**config.mk**
```make
export PLATFORM = sky130hd
export DESIGN_NAME = banked_regfile
export DESIGN_NICKNAME = d
export VERILOG_FILES = /design/src/rtl/banked_regfile.sv
export SDC_FILE = /design/constraint.sdc
export NUM_CORES = 2
export LEC_CHECK = 0
export BUFFER_PORTS_ARGS = -buffer_cell sky130_fd_sc_hd__buf_4
export CAP_MARGIN = 10
export CORE_UTILIZATION = 30
export DETAILED_ROUTE_END_ITERATION = 8
export PLACE_DENSITY = 0.49
export SYNTH_ARGS = -nofsm -noshare
export SYNTH_HDL_FRONTEND = slang
export SYNTH_SLANG_ARGS = --single-unit
```
**constraint.sdc**
```tcl
create_clock -name clk -period 38.6 [get_ports clk]
set_clock_uncertainty 0.1 [all_clocks]
set_input_delay 3.86 -clock clk [delete_from_list [all_inputs] [get_ports clk]]
set_output_delay 3.86 -clock clk [all_outputs]
set_load 0.1 [all_outputs]
```
**src/rtl/banked_regfile.sv**
```systemverilog
// rtl/banked_regfile.sv - 31-entry banked register file: two read ports, one write port, R15 program counter.
// Same-cycle read/write returns the new value when REGFILE_BYPASS_EN is defined, the old value otherwise.
module banked_regfile #(
  parameter logic [31:0] RESET_PC = 32'h0000_0000
) (
  input  logic        clk,
  input  logic        rst,
  input  logic        rd_en,
  input  logic [4:0]  ra_idx,
  input  logic [4:0]  rb_idx,
  output logic [31:0] ra_data,
  output logic [31:0] rb_data,
  output logic        rvalid,
  input  logic        we,
  input  logic [4:0]  w_idx,
  input  logic [31:0] w_data,
  input  logic        pc_inc,
  output logic [31:0] pc_out
);

  localparam int NUM_REGS = 31;
  localparam int PC_IDX   = 15;

  logic [31:0] regs      [0:NUM_REGS-1];
  logic [31:0] next_regs [0:NUM_REGS-1];
  logic [31:0] pc_next;
  logic [31:0] src_a;
  logic [31:0] src_b;

  // R15 write beats the auto-increment; index 31 never matches a stored entry
  always_comb begin
    if (we && (w_idx == 5'(PC_IDX))) begin
      pc_next = w_data;
    end else if (pc_inc) begin
      pc_next = regs[PC_IDX] + 32'd4;
    end else begin
      pc_next = regs[PC_IDX];
    end
  end

  always_comb begin
    for (int i = 0; i < NUM_REGS; i++) begin
      next_regs[i] = regs[i];
      if (we && (w_idx == 5'(i))) begin
        next_regs[i] = w_data;
      end
    end
    next_regs[PC_IDX] = pc_next;
  end

  always_comb begin
    src_a = 32'h0000_0000;
    src_b = 32'h0000_0000;
`ifdef REGFILE_BYPASS_EN
    if (ra_idx != 5'd31) src_a = next_regs[ra_idx];
    if (rb_idx != 5'd31) src_b = next_regs[rb_idx];
`else
    if (ra_idx != 5'd31) src_a = regs[ra_idx];
    if (rb_idx != 5'd31) src_b = regs[rb_idx];
`endif
  end

  always_ff @(posedge clk or posedge rst) begin
    if (rst) begin
      for (int i = 0; i < NUM_REGS; i++) begin
        regs[i] <= (i == PC_IDX) ? RESET_PC : 32'h0000_0000;
      end
    end else begin
      for (int i = 0; i < NUM_REGS; i++) begin
        regs[i] <= next_regs[i];
      end
    end
  end

  // Read data holds across idle cycles; only rvalid drops
  always_ff @(posedge clk or posedge rst) begin
    if (rst) begin
      ra_data <= 32'h0000_0000;
      rb_data <= 32'h0000_0000;
      rvalid  <= 1'b0;
    end else begin
      rvalid <= rd_en;
      if (rd_en) begin
        ra_data <= src_a;
        rb_data <= src_b;
      end
    end
  end

  assign pc_out = regs[PC_IDX];

endmodule

```
==> results.ini <==
[setup_path]
slowest_stage=buf_4
cp-end-kind=flip-flop
crit_fanout=88
crit_path_cell_trace=buf_8 > buf_4 > buf_12 > buf_4 > mux4_2 > and2_0 > a211oi_1 > nor3_1 > a221o_1
max_stage_delay_ps=790
cpMostUsedCell=buf_4
arrival_ps=8020
cp-start-kind=primary input
criticalPathCategory=in -> reg
crit_required_ps=39120

[placement]
place_congestion=0.7900
hpwl_um=119600
io_buffer_count=148
dp.cells=6197
dp_worst_setup_slack_ps=30290

[drt]
num_vias=36018
ant_nets=0
drcViolationCount=0
routedWlPerCell_um=31.85
drt-vias-per-instance=5.614
drtPass1Iterations=5
drt_iter0_drc=2724
wirelength_um=204400

[clock_network]
clk_pin_slew_ps=60
clk_latency_ps=740
cts_buffers=114
cts.sinks=1057
post-cts-setup-buffer-count=0
postCtsHoldBufs=0
clockRootBuffer=clkbuf_16
ctsResizeCount=0
cts_tree=done
cts_buffer_depth=3
h-tree-depth=3

[global_route]
grt_max_degree=173
grt_antenna_before_repair=6
first_global_vias=37277
grt_overflow=0
grt_pass1_wl_um=294100
grt_usage=0.2146

[floorplanning]
core_area_um2=185800
dieArea_um2=189400
rows=158
num_io_pins=149
start_util=0.3029
chipHeight_um=435.2
die_w_um=435.2

[power_and_ir_drop]
p_per_area_nw_per_um2=55.43
p_sw_mw=1.119
p_sw_frac=0.3188
combPwrFrac=0.239
peakVddDrop_uv=38.72
power_frac_seq=0.433
clkPwrFrac=0.328
p_int_mw=2.390
p_leak_nw=26.95

[synth]
synth-main-ff-cell=dfrtp_1
netlist_top_cells_count=dfrtp_1, mux2_2, mux4_2
syn-num-nets=3960
yosysMostFrequentCell=dfrtp_1
yosys.area_share.simple=0.03143
synth_area_leaders=dfrtp_1, mux4_2, mux2_2, mux2_1, mux2i_1
yosysWarnings=0
synth_top_area_frac=0.4699
ys_ff_latch=1057
synth-adder-area-share=0.0002223
syn_area_um2=56290
synth-async-reset-ratio=1.000
ys_seq_area_frac=0.4699
synth_edf_count=0
synth_xor_area_frac=0.004201
synth_top_family_by_area=multiplexers
synth_cell_types=60
syn_inst=3907
synth_mux_area_frac=0.4041
post_synth.cell_area_avg_um2=14.41
synth_compound_area_frac=0.05085
yosysTopAreaCell=dfrtp_1

[cells_and_area]
final_nets=3886
stdcell_count=6416
drive_gt1_frac=0.3901
syn_to_final_growth_pct=12.44
final_util=0.3406
num-fill-cells=18246

[outcome]
outcome=finished clean

[sta]
fmax_mhz=133.5
worst_slew_margin_rel=0.1309
fin_crit_ps=7491
drv_slew=0
finalSetupViolCount=0
grt_setup_unrepaired=false
timing.final.crit_share=0.1941
tightest_slew_ps=1304
finalSetupTns_ps=0
fin_ws_ps=31110
hold_viol_final=0

[flow_run]
maxCapViolCount=0

[worst_hold_path]
hold_class=reg -> reg

## critical path, delay by kind of cell
kind            cells  cell delay [ps]
compound gates      2              530
buf+inv             4             2430
mux                 1              590
simple gates        2              240
## placed cells by master (no fill, tap or decap), types with 34 or more instances in the layout
cell type and instances:
a22oi_1 71, a211oi_1 52, buf_4 237, mux4_2 430
nor2_1 78, nand2_1 128, dfrtp_1 1057, mux2_1 411
clkbuf_16 117, a21oi_1 39, mux2_2 624, mux2i_1 141
nand3_1 34
## worst paths after layout
path                                  from  slack (ps)  cells after the start     endpoint
worst min-delay path             regs[358]         400                      1    regs[358]
worst min register to register   regs[358]         400                      1    regs[358]
worst max-delay path             rb_idx[0]       31110                      9  rb_data[29]
max in group asynchronous              rst       31510                      6    regs[532]
min in group asynchronous              rst        3170                      2    regs[549]
worst max register to register  pc_out[16]       35760                      5   pc_out[31]
## stage by stage
step	instance area, um2	power [mW]	hold WS, ps
2_1_floorplan	56290	2.144	370.1
3_3_place_gp	59400	2.361	382.3
3_5_place_dp	59400	2.377	392.5
4_1_cts	63270	3.536	405.7
5_1_grt	63290	3.654	424.5
6_report	63300	3.509	403.7
## logic make-up after synthesis
family,after synthesis
buffers and inverters,448
flip-flops,1057
adder cells (fa/ha/maj),1
XOR/XNOR,27
multiplexers,1606
AO/OA/AOI/OAI,384
AND/OR/NAND/NOR,384
## final cells by class
type,count,area [um2],area share
Multi-Input combinational cell,2402,27850,0.4400
Sequential cell,1057,26450,0.4179
Timing Repair Buffer,246,1939,0.03064
Clock inverter,40,460.4,0.007274
Inverter,12,56.30,0.0008895
Antenna cell,9,22.52,0.0003558
Tap cell,2480,3103,0.04902
Clock buffer,170,3417,0.05398
## registers in the layout (all words and copies together), names as in the netlist
register and count:
rb_data 32, pc_out 32, regs 960, ra_data 32
rvalid 1
## routing by layer
layer / share of wire / vias up / track usage
met5: 0 / - / 0
met4: 0.035 / 0 / 0.08099
met3: 0.041 / 283 / 0.02547
met2: 0.51 / 997 / 0.3692
met1: 0.42 / 19883 / 0.2756
li1: - / 14855 / -
## power by group through the flow
stage               clock (mW)  combinational [mW]  sequential (mW)
finish                    1.15               0.839             1.52
global route              1.22               0.890             1.55
CTS                       1.17               0.845             1.52
detailed placement           0               0.843             1.53
global placement             0               0.833             1.53
floorplan                    0               0.582             1.56
(Power assumes the default switching activity.)
